===== src/rtl/hazard_scoreboard.sv =====
// hazard_scoreboard: ID-stage hazard unit. Produces operand forwarding selects,
// the load-use / long-latency stall, a per-register scoreboard of in-flight
// mul/div writes and a stall watchdog with a sticky timeout flag.
module hazard_scoreboard #(
  parameter int REG_ADDR_W  = 5,
  parameter int STALL_LIMIT = 64,
  parameter int CNT_W       = 7
) (
  input  logic                  clk,
  input  logic                  reset_n,
  input  logic                  id_valid,
  input  logic [REG_ADDR_W-1:0] id_rs1,
  input  logic                  id_rs1_used,
  input  logic [REG_ADDR_W-1:0] id_rs2,
  input  logic                  id_rs2_used,
  input  logic                  ex_valid,
  input  logic [REG_ADDR_W-1:0] ex_rd,
  input  logic                  ex_we,
  input  logic                  ex_is_load,
  input  logic                  mem_valid,
  input  logic [REG_ADDR_W-1:0] mem_rd,
  input  logic                  mem_we,
  input  logic                  wb_valid,
  input  logic [REG_ADDR_W-1:0] wb_rd,
  input  logic                  wb_we,
  input  logic                  lu_issue,
  input  logic [REG_ADDR_W-1:0] lu_issue_rd,
  input  logic                  lu_done,
  input  logic [REG_ADDR_W-1:0] lu_done_rd,
  output logic                  stall,
  output logic [1:0]            fwd_rs1_sel,
  output logic [1:0]            fwd_rs2_sel,
  output logic [CNT_W-1:0]      busy_cnt,
  output logic [CNT_W-1:0]      stall_cnt,
  output logic                  stall_timeout
);

  localparam int                NUM_REGS = 2 ** REG_ADDR_W;
  localparam logic [CNT_W-1:0]  LIMIT_M1 = CNT_W'(STALL_LIMIT - 1);
  localparam logic [CNT_W-1:0]  CNT_MAX  = '1;

  // Scoreboard and watchdog state
  logic [NUM_REGS-1:0] r_sb;
  logic [CNT_W-1:0]    r_busy_cnt;
  logic [CNT_W-1:0]    r_stall_cnt;
  logic                r_timeout;

  // Per-source combinational results (index 0 = rs1, 1 = rs2)
  logic [1:0][REG_ADDR_W-1:0] w_src;
  logic [1:0]                 w_used;
  logic [1:0][1:0]            w_sel;
  logic [1:0]                 w_hazard;

  logic [NUM_REGS-1:0] w_sb_next;
  logic [CNT_W-1:0]    w_pop;
  logic                w_stall;

  assign w_src[0]  = id_rs1;
  assign w_src[1]  = id_rs2;
  assign w_used[0] = id_rs1_used;
  assign w_used[1] = id_rs2_used;

  genvar gi;

  // Producer matching, forwarding priority and hazard detection for each source
  generate
    for (gi = 0; gi < 2; gi++) begin : g_src
      logic w_live;
      logic w_ex_hit;
      logic w_mem_hit;
      logic w_wb_hit;

      // x0 and unused sources never match any producer
      assign w_live    = w_used[gi] && (w_src[gi] != '0);
      assign w_ex_hit  = w_live && ex_valid  && ex_we  && (ex_rd  == w_src[gi]);
      assign w_mem_hit = w_live && mem_valid && mem_we && (mem_rd == w_src[gi]);
      assign w_wb_hit  = w_live && wb_valid  && wb_we  && (wb_rd  == w_src[gi]);

      // Youngest producer wins; a load in EXE has no data yet, so fall through to older stages
      always_comb begin
        w_sel[gi] = 2'd0;
        if (w_ex_hit && !ex_is_load) begin
          w_sel[gi] = 2'd1;
        end else if (w_mem_hit) begin
          w_sel[gi] = 2'd2;
        end else if (w_wb_hit) begin
          w_sel[gi] = 2'd3;
        end
      end

      assign w_hazard[gi] = (w_ex_hit && ex_is_load) || (w_live && r_sb[w_src[gi]]);
    end
  endgenerate

  // Next scoreboard: set wins over clear on the same register, x0 is never tracked
  generate
    for (gi = 0; gi < NUM_REGS; gi++) begin : g_sb
      if (gi == 0) begin : g_zero
        assign w_sb_next[gi] = 1'b0;
      end else begin : g_bit
        logic w_set;
        logic w_clr;
        assign w_set         = lu_issue && (lu_issue_rd == REG_ADDR_W'(gi));
        assign w_clr         = lu_done  && (lu_done_rd  == REG_ADDR_W'(gi));
        assign w_sb_next[gi] = w_set || (r_sb[gi] && !w_clr);
      end
    end
  endgenerate

  // Population count of the next scoreboard, registered into busy_cnt
  always_comb begin
    w_pop = '0;
    for (int i = 0; i < NUM_REGS; i++) begin
      w_pop = w_pop + CNT_W'(w_sb_next[i]);
    end
  end

  // Outputs are forced quiet while reset is asserted
  assign w_stall     = reset_n && id_valid && (|w_hazard);
  assign stall       = w_stall;
  assign fwd_rs1_sel = reset_n ? w_sel[0] : 2'd0;
  assign fwd_rs2_sel = reset_n ? w_sel[1] : 2'd0;

  // Scoreboard register and its registered occupancy count
  always_ff @(posedge clk) begin
    if (!reset_n) begin
      r_sb       <= '0;
      r_busy_cnt <= '0;
    end else begin
      r_sb       <= w_sb_next;
      r_busy_cnt <= w_pop;
    end
  end

  // Watchdog: count consecutive stall cycles (saturating) and latch the timeout
  always_ff @(posedge clk) begin
    if (!reset_n) begin
      r_stall_cnt <= '0;
      r_timeout   <= 1'b0;
    end else begin
      if (w_stall) begin
        if (r_stall_cnt != CNT_MAX) begin
          r_stall_cnt <= r_stall_cnt + 1'b1;
        end
        if (r_stall_cnt == LIMIT_M1) begin
          r_timeout <= 1'b1;
        end
      end else begin
        r_stall_cnt <= '0;
      end
    end
  end

  assign busy_cnt      = r_busy_cnt;
  assign stall_cnt     = r_stall_cnt;
  assign stall_timeout = r_timeout;

endmodule


===== config.mk =====
export PLATFORM = sky130hd
export DESIGN_NAME = hazard_scoreboard
export DESIGN_NICKNAME = d
export VERILOG_FILES = /design/src/rtl/hazard_scoreboard.sv
export SDC_FILE = /design/constraint.sdc
export NUM_CORES = 1
export LEC_CHECK = 0
export BUFFER_PORTS_ARGS = -buffer_cell sky130_fd_sc_hd__buf_2
export CORE_MARGIN = 3
export CORE_UTILIZATION = 51
export DETAILED_ROUTE_END_ITERATION = 8
export PLACE_DENSITY = 0.76
export SLEW_MARGIN = 20
export SYNTH_ARGS = -nofsm -noshare
export SYNTH_HDL_FRONTEND = slang
export SYNTH_SLANG_ARGS = --single-unit

===== constraint.sdc =====
create_clock -name clk -period 5.83 [get_ports clk]
set_input_delay 0.583 -clock clk [delete_from_list [all_inputs] [get_ports clk]]
set_output_delay 0.583 -clock clk [all_outputs]
set_load 0.03 [all_outputs]

==> run_results.csv <==
group,metric,value,unit
pwr,fin_total_pwr,0.722,mW
die,die_area,8200,um^2
final_layout,drive_gt1_share,30.0,%
place,place_ws,-0.406,ns
setup_path,cp.depth,21,
place,place_congestion,0.983,
setup_path,cp.buffers_inverters,7,
clocking,worstSkewPairLatency,0.30,ns
clocking,cts_max_path_buffers,2,
timing,whs,0.484,ns
pwr,p_leak,1.95,nW
routing,post_drt_wl_per_cell,16.4,um
synthesis,synthCells,394,
global_routing,grt_util_all_layers,23.7,%
setup_path,crit_slowest_cell,"fa_1",
synthesis,synth.lib_cells_used.distinct,48,
run_status,outcome,"finished, final reports clean",
final_layout,n_antenna_cell,0,
routing,drtIter0Drc,250,
setup_path,crit_required,6.03,ns
timing,finClkSkew,0.00483,ns
setup_path,worstRegToRegCells,18,
routing,ant_nets,0,
timing,slew_violations,0,
routing,drtPass1Iterations,6,
die,core,6870,um^2
timing,setup_violations,0,
global_routing,grt_pass1_vias,3189,
timing,timing.fmax,177,MHz
synthesis,synth-main-ff-cell,"dfxtp_1",
synthesis,synth_area,3650,um^2
min_path,min_path_cells,2,
timing,fin_crit,5.65,ns
die,die_w,90.6,um
setup_path,endpoint_kind,"register",
timing,setup-tns-final,0,ns
timing,max_slew.worst_pin.slew,0.687,ns
global_routing,grt_max_degree,45,
setup_path,cp_cell_sequence,"buf_4, nor2_1, nand3_1, o21ai_2, o21ai_2, fa_1, inv_1, fa_1, inv_2, fa_1, fa_1, fa_1, inv_1, fa_1, inv_1, fa_2, fa_2, buf_4, buf_4, xor2_1, and2_1",
clocking,clkTransAtPathRegs,0.08,ns
timing,fin_ws,0.178,ns
timing,hold_viol,0,
clocking,h-tree-depth,2,
final_layout,fin_nets,569,
synthesis,synth_fp_nets,474,
place,io_buffers,67,
die,dieHeight,90.6,um
global_routing,grt_pass1_wl,15.6,mm
setup_path,cp.arrival,5.85,ns
pwr,cellPowerDensity,163,nW/um^2
setup_path,crit_top_cell,"fa_1",
global_routing,antenna_found_initial,0,
die,io_pins,69,
synthesis,synth_edf_count,0,
clocking,numCtsBuffers,5,
die,fp-row-count,30,
clocking,cts_hold_buf,0,
setup_path,path_delay_family,"adder cells",
setup_path,cp-start-kind,"primary input",
clocking,clockRootBuffer,"clkbuf_8",
synthesis,synth_area_per_cell,9.25,um^2
setup_path,crit_fanout,8,
die,start_util,53.1,%
pwr,ir_drop,0.123,mV
global_routing,overflow,0,
synthesis,yosysSeqAreaShare,24.7,%
synthesis,synthArstFlopShare,0,%
job,drv_cap,0,
setup_path,critPathMaxStageDelay,0.55,ns
min_path,hold_path.class,"register to register",
timing,min_period_over_period,96.9,%
setup_path,crit_type,"primary input to register",
synthesis,ys_warn_count,0,
final_layout,area_delta_synth_final,21.2,%
clocking,cts_tree,"yes",
timing,relSlewSlack,53.7,%
clocking,cts_sinks,45,
place,hpwl,7.67,mm
routing,drc,0,
routing,vias,3260,
routing,routed_wl,9.59,mm
routing,post_drt_via_cell_ratio,5.56,
synthesis,ys_seq_elements,45,
## worst paths after layout
path / from / endpoint / slack (ns)
max: lu_done_rd[0] / busy_cnt[2] / 0.18
min: stall_timeout / stall_timeout / 0.48
max reg2reg: r_sb[2] / busy_cnt[2] / 0.64
min reg2reg: stall_timeout / stall_timeout / 0.48
## placed cells by master (no fill, tap or decap), drive strengths merged, types with 10 or more instances in the layout
master  synthesis  layout
xnor2          26      26
nor2           15      15
dfxtp          45      45
o21ai          58      58
nand2b         14      14
mux4           13      13
nand2          18      18
inv            24      24
nor2b          15      15
buf            10     103
nand4          10      10
and2           26      26
fa             23      23
## metrics by stage
step	instance area [um^2]	utilization [%]	std cells
detailed placement	4250	61.9	574
floorplan	3650	-	394
global route	4420	64.4	586
CTS	4360	63.4	582
finish	4420	64.4	586
global placement	4250	61.9	574
## flip-flops by register name, indices dropped and copies added, names as in the netlist
name,cells
stall_cnt,7
busy_cnt,6
r_sb,31
stall_timeout,1
## worst reg2reg max path, cell delays in order (launching register included)
cell     delay, ns
dfxtp_1       0.38
o21ai_0       0.11
o21ai_1       0.17
fa_1          0.49
fa_1          0.51
inv_1         0.06
fa_1          0.53
inv_1         0.05
fa_1          0.44
fa_1          0.49
inv_1         0.05
fa_1          0.48
inv_1         0.05
fa_2          0.36
fa_2          0.38
buf_4         0.14
buf_4         0.12
xor2_1        0.12
and2_1        0.15
## logic make-up (layout without fill, tap and decap cells)
| logic type | Yosys count | in the layout | synth area share [%] |
|---|---|---|---|
| muxes | 23 | 23 | 11.1 |
| DFF | 45 | 45 | 24.7 |
| buffers and inverters | 39 | 135 | 5.01 |
| adders and majority gates | 31 | 31 | 15.4 |
| xor gates and xnor gates | 35 | 35 | 8.41 |
| other | 1 | 1 | 0.103 |
| and+or+nand+nor | 134 | 134 | 21.3 |
| AOI/OAI and AO/OA | 86 | 86 | 14.0 |
## repair_timing
action	4_1_cts	5_1_grt
setup endpoints to repair	1	4
pin swaps	0	17
buffers inserted	0	4
gates resized for setup	6	23
## final cells by class
type / count / area (um^2)
clock buffers: 7 / 96.3
clock inverters: 1 / 5.00
fillers: 601 / 2450
inverters: 24 / 90.1
multi-input cells: 310 / 2600
flip-flops and latches: 45 / 901
well taps: 96 / 120
repair buffers: 103 / 608
## layer usage
metal | up-vias | global-route usage (%) | wire, um
li1 | 1571 | - | -
met1 | 1527 | 30.7 | 4110
met2 | 143 | 39.4 | 4550
met3 | 19 | 4.83 | 702
met4 | 0 | 7.65 | 229
met5 | - | 0 | 0
## synthesized netlist by cell type, drive strengths merged, types with 8 or more instances
cell type  instances  area, um^2
o21ai             58         290
dfxtp             45         901
and2              26         163
xnor2             26         228
inv               24        90.1
fa                23         460
nand2             18        67.6
nor2              15        56.3
nor2b             15        93.8
nand2b            14        87.6
mux4              13         297
buf               10        73.8
nand4             10        62.6
o21a               9        67.6
xor2               9        78.8
ha                 8         100
## power breakdown
group	internal, mW	total, mW	switching, mW
clock network	0.107	0.215	0.108
logic	0.0830	0.188	0.105
registers	0.315	0.319	0.00412
total	0.505	0.722	0.217
Note: power is estimated with default switching activity, not from simulation.
